$ cat config.mk
export PLATFORM = sky130hd
export DESIGN_NAME = fetch_stage_flat
export DESIGN_NICKNAME = d
export VERILOG_FILES = /design/src/rtl/fetch_pkg.sv /design/src/rtl/fetch_stage_if.sv /design/src/rtl/fetch_ifid_reg.sv /design/src/rtl/fetch_stage.sv /design/src/flat_wrapper.sv
export SDC_FILE = /design/constraint.sdc
export NUM_CORES = 1
export LEC_CHECK = 0
export CAP_MARGIN = 20
export CORE_ASPECT_RATIO = 0.5
export CORE_MARGIN = 2
export CORE_UTILIZATION = 50
export CTS_CLUSTER_DIAMETER = 60
export DETAILED_ROUTE_END_ITERATION = 10
export PLACE_DENSITY = 0.86
export SLEW_MARGIN = 15
export SYNTH_ARGS = -nofsm -noshare
export SYNTH_HDL_FRONTEND = slang
export SYNTH_SLANG_ARGS = --single-unit
$ cat constraint.sdc
create_clock -name CLK -period 4.9 [get_ports CLK]
set_input_delay 0.98 -clock CLK [delete_from_list [all_inputs] [get_ports CLK]]
set_output_delay 0.98 -clock CLK [all_outputs]
set_load 0.005 [all_outputs]
$ cat src/rtl/fetch_pkg.sv
// Shared types and constants for the instruction-fetch stage.
package fetch_pkg;

  localparam int unsigned INSTR_W = 32;
  localparam logic [INSTR_W-1:0] PC_STEP = 32'd4;

  // Fetch sequencer states
  typedef enum logic [1:0] {
    BOOT = 2'd0,
    RUN  = 2'd1,
    HALT = 2'd2
  } fetch_state_t;

  // IF/ID pipeline register contents
  typedef struct packed {
    logic [INSTR_W-1:0] instr;
    logic [INSTR_W-1:0] pc_plus8;
    logic               valid;
  } ifid_t;

  // Word-align a redirect address; the low two bits are ignored.
  function automatic logic [INSTR_W-1:0] align_word(input logic [INSTR_W-1:0] addr);
    return {addr[INSTR_W-1:2], 2'b00};
  endfunction

endpackage

$ cat src/rtl/fetch_stage_if.sv
// Fetch-stage bus: hazard/redirect controls, instruction-memory port and IF/ID outputs.
interface fetch_stage_if;
  import fetch_pkg::*;

  logic               Stall;
  logic               Flush;
  logic               BranchTaken;
  logic [INSTR_W-1:0] BranchTarget;
  logic [INSTR_W-1:0] PC;
  logic [INSTR_W-1:0] Instr;
  logic [INSTR_W-1:0] InstrD;
  logic [INSTR_W-1:0] PCPlus8D;
  logic               ValidD;
  logic               FetchOOR;
  logic               Halted;

  // Environment side: pipeline control and instruction memory
  modport master (
    output Stall, Flush, BranchTaken, BranchTarget, Instr,
    input  PC, InstrD, PCPlus8D, ValidD, FetchOOR, Halted
  );

  // Fetch stage side
  modport slave (
    input  Stall, Flush, BranchTaken, BranchTarget, Instr,
    output PC, InstrD, PCPlus8D, ValidD, FetchOOR, Halted
  );

endinterface

$ cat src/rtl/fetch_ifid_reg.sv
// IF/ID pipeline register with load, hold and bubble controls.
// bubble has priority over load; neither asserted holds the contents.
module fetch_ifid_reg
  import fetch_pkg::*;
(
  input  logic  clk,
  input  logic  rst_n,
  input  logic  load,
  input  logic  bubble,
  input  ifid_t d,
  output ifid_t q
);

  // Register update: bubble clears only the valid bit, load captures a new entry
  always_ff @(posedge clk or negedge rst_n) begin
    if (!rst_n) begin
      q <= '0;
    end else if (bubble) begin
      q.valid <= 1'b0;
    end else if (load) begin
      q <= d;
    end
  end

endmodule

$ cat src/rtl/fetch_stage.sv
// Instruction fetch stage: PC register, BOOT/RUN/HALT sequencer and IF/ID register.
// Optional halt-on-zero-word detection is enabled by defining FETCH_HALT_DETECT_EN.
module fetch_stage
  import fetch_pkg::*;
#(
  parameter logic [INSTR_W-1:0] RESET_PC   = 32'h0000_0000,
  parameter int unsigned        IMEM_WORDS = 128
) (
  input  logic          CLK,
  input  logic          RESETn,
  fetch_stage_if.slave  fif
);

  localparam logic [INSTR_W:0] OOR_LIMIT = 33'(IMEM_WORDS) << 2;

  fetch_state_t       state_q, state_d;
  logic [INSTR_W-1:0] pc_q, pc_d;
  logic               ifid_load;
  logic               ifid_bubble;
  ifid_t              ifid_d;
  ifid_t              ifid_q;
  logic               halt_word;

`ifdef FETCH_HALT_DETECT_EN
  assign halt_word  = (fif.Instr == '0);
  assign fif.Halted = (state_q == HALT);
`else
  assign halt_word  = 1'b0;
  assign fif.Halted = 1'b0;
`endif

  // State and PC registers
  always_ff @(posedge CLK or negedge RESETn) begin
    if (!RESETn) begin
      state_q <= BOOT;
      pc_q    <= RESET_PC;
    end else begin
      state_q <= state_d;
      pc_q    <= pc_d;
    end
  end

  // Next state, next PC and IF/ID controls; redirect beats stall beats advance
  always_comb begin
    state_d         = state_q;
    pc_d            = pc_q;
    ifid_load       = 1'b0;
    ifid_bubble     = 1'b0;
    ifid_d.instr    = fif.Instr;
    ifid_d.pc_plus8 = pc_q + (PC_STEP << 1);
    ifid_d.valid    = ~fif.Flush;
    unique case (state_q)
      BOOT: begin
        state_d     = RUN;
        ifid_bubble = 1'b1;
      end
      RUN: begin
        if (fif.BranchTaken) begin
          pc_d        = align_word(fif.BranchTarget);
          ifid_bubble = 1'b1;
        end else if (fif.Stall) begin
          // Flush during a stall kills the held entry without reloading it
          ifid_bubble = fif.Flush;
        end else if (halt_word) begin
          state_d     = HALT;
          ifid_bubble = 1'b1;
        end else begin
          pc_d      = pc_q + PC_STEP;
          ifid_load = 1'b1;
        end
      end
      HALT: begin
        ifid_bubble = 1'b1;
        if (fif.BranchTaken) begin
          state_d = RUN;
          pc_d    = align_word(fif.BranchTarget);
        end
      end
      default: begin
        state_d     = BOOT;
        ifid_bubble = 1'b1;
      end
    endcase
  end

  fetch_ifid_reg u_ifid (
    .clk    (CLK),
    .rst_n  (RESETn),
    .load   (ifid_load),
    .bubble (ifid_bubble),
    .d      (ifid_d),
    .q      (ifid_q)
  );

  assign fif.PC       = pc_q;
  assign fif.InstrD   = ifid_q.instr;
  assign fif.PCPlus8D = ifid_q.pc_plus8;
  assign fif.ValidD   = ifid_q.valid;
  assign fif.FetchOOR = ({1'b0, pc_q} >= OOR_LIMIT);

endmodule

$ cat src/flat_wrapper.sv
// flat-port wrapper written by rule: the top's interface ports become plain ports
module fetch_stage_flat import fetch_pkg::*;
#(
  parameter logic [INSTR_W-1:0] RESET_PC   = 32'h0000_0000,
  parameter int unsigned        IMEM_WORDS = 128
)
  (CLK, RESETn, fif_Stall, fif_Flush, fif_BranchTaken, fif_BranchTarget, fif_Instr, fif_PC, fif_InstrD, fif_PCPlus8D, fif_ValidD, fif_FetchOOR, fif_Halted);
  fetch_stage_if fif_i ();
  input  logic CLK;
  input  logic RESETn;
  input wire logic [$bits(fif_i.Stall)-1:0] fif_Stall;
  input wire logic [$bits(fif_i.Flush)-1:0] fif_Flush;
  input wire logic [$bits(fif_i.BranchTaken)-1:0] fif_BranchTaken;
  input wire logic [$bits(fif_i.BranchTarget)-1:0] fif_BranchTarget;
  input wire logic [$bits(fif_i.Instr)-1:0] fif_Instr;
  output wire logic [$bits(fif_i.PC)-1:0] fif_PC;
  output wire logic [$bits(fif_i.InstrD)-1:0] fif_InstrD;
  output wire logic [$bits(fif_i.PCPlus8D)-1:0] fif_PCPlus8D;
  output wire logic [$bits(fif_i.ValidD)-1:0] fif_ValidD;
  output wire logic [$bits(fif_i.FetchOOR)-1:0] fif_FetchOOR;
  output wire logic [$bits(fif_i.Halted)-1:0] fif_Halted;
  assign fif_i.Stall = fif_Stall;
  assign fif_i.Flush = fif_Flush;
  assign fif_i.BranchTaken = fif_BranchTaken;
  assign fif_i.BranchTarget = fif_BranchTarget;
  assign fif_i.Instr = fif_Instr;
  assign fif_PC = fif_i.PC;
  assign fif_InstrD = fif_i.InstrD;
  assign fif_PCPlus8D = fif_i.PCPlus8D;
  assign fif_ValidD = fif_i.ValidD;
  assign fif_FetchOOR = fif_i.FetchOOR;
  assign fif_Halted = fif_i.Halted;
  fetch_stage #(.RESET_PC(RESET_PC), .IMEM_WORDS(IMEM_WORDS)) u_core (.CLK(CLK), .RESETn(RESETn), .fif(fif_i));
endmodule
# [Word level (Yosys, flattened, before mapping)]
# Cells that the tools add are included.
[totals] reg_bits=99 latch_bits=0 ramBits=0 romBits=0 input_bits=69 word_cells=35 n_memories=0
[op_classes] add_sub_neg=2 mul=0 div_mod_pow=0 order_cmp=1 eq_ne=4 shifts=0 muxes=14 bitwise=3 reduce_logical=6
[op_table] operator="$mux W32" count=3
[op_table] operator="$pmux W32 S2" count=1
[op_table] operator="$add A32 B3 Y32 const B" count=1
[op_table] operator="$add A32 B4 Y32 const B" count=1
[op_table] operator="$ge A32 B10 Y1 const B" count=1
[op_table] operator="$mux W1" count=8
[op_table] operator="$pmux W2 S3" count=1
[op_table] operator="$reduce_and A2 Y1" count=2
[op_table] operator="$reduce_bool A2 Y1" count=2
[op_table] operator="$ne A3 B3 Y1 const B" count=1
[op_table] operator="$not A1 Y1" count=3
[op_table] operator="$reduce_and A3 Y1" count=1
[op_table] operator="$eq A2 B1 Y1 const B" count=1
[op_table] operator="$eq A2 B2 Y1 const B" count=1
[op_table] operator="$logic_not A2 Y1" count=1
[op_table] operator="$mux W2" count=1
[op_table] operator="$ne A2 B2 Y1 const B" count=1

# [Logic depth before layout (Yosys ltp)]
[logic_depth] ltp_word=5 mapped_depth=7 depth_no_buf=5

# [Modules after synthesis]
# From an unflattened synthesis, not the netlist that was laid out.
[unflattened] hier_cells=475 area_unflattened_um2=5512.8
[by_module_without_submodules] mod="fetch_stage" instances=1 cells_each=336 area_each_um2=2772.7
[by_module_without_submodules] mod="fetch_ifid_reg" instances=1 cells_each=139 area_each_um2=2740.1

# [Worst setup path after synthesis]
# Ideal clock, no wire load.
[synth_timing] path_type="input to register" start="input port fif_BranchTaken" end="register u_core.u_ifid.q[31] in the netlist's numbering" setup_ps=82 arrival_time_ps=2293 t_required_ps=4818 setup_slack_ps=2525 stages=6 path_buffers=3 cell_sequence="clkbuf_1 -> nor3b_1 -> clkbuf_1 -> buf_1 -> nor2_1 -> a31oi_1"
[synth_between] elab_chain_cells=4 elab_cells_between_ends=6
[synth_rtl] item="start: declaration" line="flat_wrapper.sv:13" text="input wire logic [$bits(fif_i.BranchTaken)-1:0] fif_BranchTaken;"
[synth_rtl] item="$mux W1" line="fetch_stage.sv:58" text="if (fif.BranchTaken) begin"
[synth_rtl] item="$mux W1" line="fetch_stage.sv:52" text="unique case (state_q)"
[synth_rtl] item="$not A1 Y1 (no source line)"
[synth_rtl] item="$reduce_and A2 Y1 (no source line) (*)"
[synth_rtl] item="end: declaration" line="fetch_ifid_reg.sv:11" text="output ifid_t q"
# Every way passes the cells marked *; elsewhere a longest branch is shown, timed or not.
# A chain may end at the register's enable or synchronous reset.

# [Worst setup path in the final report]
[layout_timing] start="input port fif_BranchTaken" end="register u_core.pc_q[26] (netlist: u_core.fif.PC[26])"
[layout_between] elab_chain_cells=2 elab_cells_between_ends=5
[layout_rtl] item="$ne A3 B3 Y1 (no source line), or another cell as far along"
[layout_rtl] item="$reduce_and A3 Y1 (no source line) / $pmux W32 S2 (equally long branches)"
[layout_rtl] item="end signal: assignment" line="fetch_stage.sv:39" text="pc_q <= pc_d;"
[layout_rtl] item="end: declaration" line="fetch_stage.sv:17" text="logic [INSTR_W-1:0] pc_q, pc_d;"
# Parallel ways exist; a longest one is shown, timed or not.

==> impl_metrics.env <==
export IMPL_critPathArrivalTime_ns=3.37
export IMPL_synth_edf_count=0
export IMPL_diodes=0
export IMPL_drcViolationCount=0
export IMPL_dr_wl_met3_um=1450
export IMPL_start_kind="primary input"
export IMPL_yosysSeqAreaShare_pct=45.8
export IMPL_p_total_mw=2.50
export IMPL_die_w_um=147
export IMPL_cts_buffers=9
export IMPL_clkSinkCount=94
export IMPL_worst_pin_slew_ns=0.907
export IMPL_synthArstFlopShare_pct=100
export IMPL_max_cap_violations=0
export IMPL_layout_commonest_cell="clkdlybuf4s50_1"
export IMPL_via_count=5212
export IMPL_skew_ns=0.00684
export IMPL_final_cell_mix="clkdlybuf4s50_1, nand2_1, dfrtp_1"
export IMPL_num_rows=26
export IMPL_io_pin_count=168
export IMPL_nets=802
export IMPL_outcome="complete, no violations"
export IMPL_detail_route_iter0_violations=416
export IMPL_synth_top_family_by_area="simple AND/OR/NAND/NOR gates"
export IMPL_hold_end="u_core.u_ifid.q[55]"
export IMPL_cp_data_required_time_ns=5.16
export IMPL_cts_resized=0
export IMPL_grt_max_degree=69
export IMPL_insertion_delay_ns=0.34
export IMPL_drive_gt1_share_pct=4.63
export IMPL_fin_util_pct=69.6
export IMPL_power_density_nw_per_um2=357
export IMPL_place_congestion=0.920
export IMPL_grt_usage_pct=27.8
export IMPL_start_util_pct=50.9
export IMPL_wl_met1_um=6410
export IMPL_yosys_area_share_adder_pct=0.732
export IMPL_max_stage_delay_ns=0.68
export IMPL_fmax_mhz=321
export IMPL_fp_coreArea_um2=10100
export IMPL_synth_xor_xnor_area_share_pct=1.88
export IMPL_ant_nets=0
export IMPL_maxSlewViolCount=0
export IMPL_dieArea_um2=11100
export IMPL_postSynthAreaPerCell_um2=8.47
export IMPL_die_y_um=75.6
export IMPL_endpoint_kind="register"
export IMPL_synthMuxAreaShare_pct=0.390
export IMPL_crit_type="primary input to register"
export IMPL_area_growth_pct=36.7
export IMPL_htree_levels=3
export IMPL_slew_headroom_pct=39.0
export IMPL_grt_pass1_vias=4841
export IMPL_rsz0062_at_grt="false"
export IMPL_cp_cell_sequence="clkdlybuf4s50_1 -> buf_4 -> inv_1 -> nor2_1 -> a311oi_1 -> nor3_1"
export IMPL_syn_cell_area_um2=5130
export IMPL_dr_wl_met2_um=7200
export IMPL_report_final_hold_viol_count=0
export IMPL_synth_compound_area_share_pct=15.5
export IMPL_cts_max_path_buffers=2
export IMPL_timing_final_crit_period_ns=3.11
export IMPL_power_leakage_nw=2.87
export IMPL_dr_pass1_iters=5
export IMPL_r2r_cells=5
export IMPL_cts_hold_buf=0
export IMPL_yosys_top_cells_area="dfrtp_1, nand2_1, nor2_1, o21ai_0, clkbuf_1"
export IMPL_ys_types=57
export IMPL_syn_inst=606
export IMPL_io_buffers=160
export IMPL_cp_slowest_cell="nor2_1"
export IMPL_regToRegSetupSlack_ns=2.53
export IMPL_final_setup_viol_count=0
export IMPL_gr_total_overflow=0
export IMPL_hold_start="u_core.u_ifid.q[55]"
export IMPL_min_delay_path_depth=2
export IMPL_cts_setup_buffers=0
export IMPL_dpl_hpwl_um=10700
export IMPL_cts_tree="built"
export IMPL_hp_class="register to register"
export IMPL_finalCritPeriodShare_pct=63.5
export IMPL_synth_warnings=0
export IMPL_peakVddDrop_uv=177
export IMPL_r2r_start="u_core.fif.PC[3]"
export IMPL_maxUsedRoutingLayer="met4"
export IMPL_reg2reg_to="u_core.u_ifid.q[28]"
export IMPL_detail_route_vias_per_cell=5.96
export IMPL_yosys_area_top_type_share_pct=45.8
export IMPL_totalWireLength_um=15500
export IMPL_setup_tns_ns=0
export IMPL_grt_pass1_wl_um=24100
export IMPL_cp_max_fo=46
export IMPL_synth_largest_area_cell="dfrtp_1"
export IMPL_antenna_found_initial=0
export IMPL_synthFlopType="dfrtp_1"
export IMPL_synth_seq_cells=94
export IMPL_routedWlPerCell_um=17.8
export IMPL_clkTransAtPathRegs_ns=0.06
export IMPL_cts_root_buf="clkbuf_16"
export IMPL_synth_simple_area_share_pct=28.9
per-layer routing:
metal | GRT usage (%) | up-vias
met5 | 0 | -
met4 | 13.4 | 0
met3 | 6.11 | 52
met2 | 46.1 | 318
met1 | 35.9 | 2432
li1 | - | 2410
per-stage QoR:
stage | setup slack [ns] | cells | area (um^2) | hold WS, ns
after global placement | 1.59 | 859 | 6700 | 0.457
after floorplan | 2.53 | 610 | 5150 | 0.470
after CTS | 1.88 | 874 | 7020 | 0.477
after detailed placement | 1.56 | 859 | 6700 | 0.462
final | 1.79 | 874 | 7020 | 0.473
after global routing | 1.64 | 874 | 7020 | 0.498
worst max path at each step:
stage,startpoint,endpoint,cells after the start
finish,fif_BranchTaken,u_core.fif.PC[26],6
global route,fif_BranchTaken,u_core.fif.PC[5],7
CTS,u_core.fif.PC[11],fif_FetchOOR,4
detailed placement,fif_BranchTaken,u_core.fif.PC[26],6
global placement,fif_BranchTaken,u_core.fif.PC[26],6
floorplan,fif_BranchTaken,u_core.u_ifid.q[31],6
cells in the mapped netlist, drive strengths merged (3+ instances only):
cell,instances
dfrtp,94
nand3b,5
a211o,5
nor4,16
o311ai,3
nand3,24
or4,13
xnor2,9
a22oi,8
clkbuf,32
and3,4
a211oi,3
inv,15
o31ai,7
ha,3
a311oi,4
buf,26
o22ai,3
a21oi,15
nor2,37
o211ai,3
nand2,136
o2bb2ai,4
or3,9
nand4,22
a22o,3
nor3,18
and4,6
o21ai,38
a31oi,14
flip-flops by register name (all words and copies together) (netlist names):
name,cells
u_core.fif.PC,30
u_core.u_ifid.q,63
u_core.state_q,1
power breakdown:
| part | switching, mW | internal, mW | total [mW] |
|---|---|---|---|
| clock network | 0.293 | 0.450 | 0.743 |
| logic | 0.282 | 0.395 | 0.676 |
| registers | 0.173 | 0.911 | 1.08 |
| total | 0.748 | 1.76 | 2.50 |
critical path, delay by kind of cell:
kind                   cells  cell delay (ns)
buffers and inverters      3             1.39
AND/OR/NAND/NOR            2             0.89
AO/OA/AOI/OAI              1             0.10
layout make-up:
class                           count  area [um^2]
Timing Repair Buffer              167         1650
Sequential cell                    94         2350
Fill cell                         837         3070
Clock buffer                       13          280
Clock inverter                      2         38.8
Multi-Input combinational cell    443         2460
Inverter                           15         56.3
Tap cell                          140          175
logic make-up after synthesis:
family / count (synthesis)
simple gates: 300
compound gates: 121
flops: 94
buf+inv: 73
xor+xnor: 11
fa+ha+maj: 3
other cells: 2
mux: 2
Note: power is estimated with default switching activity, not from simulation.
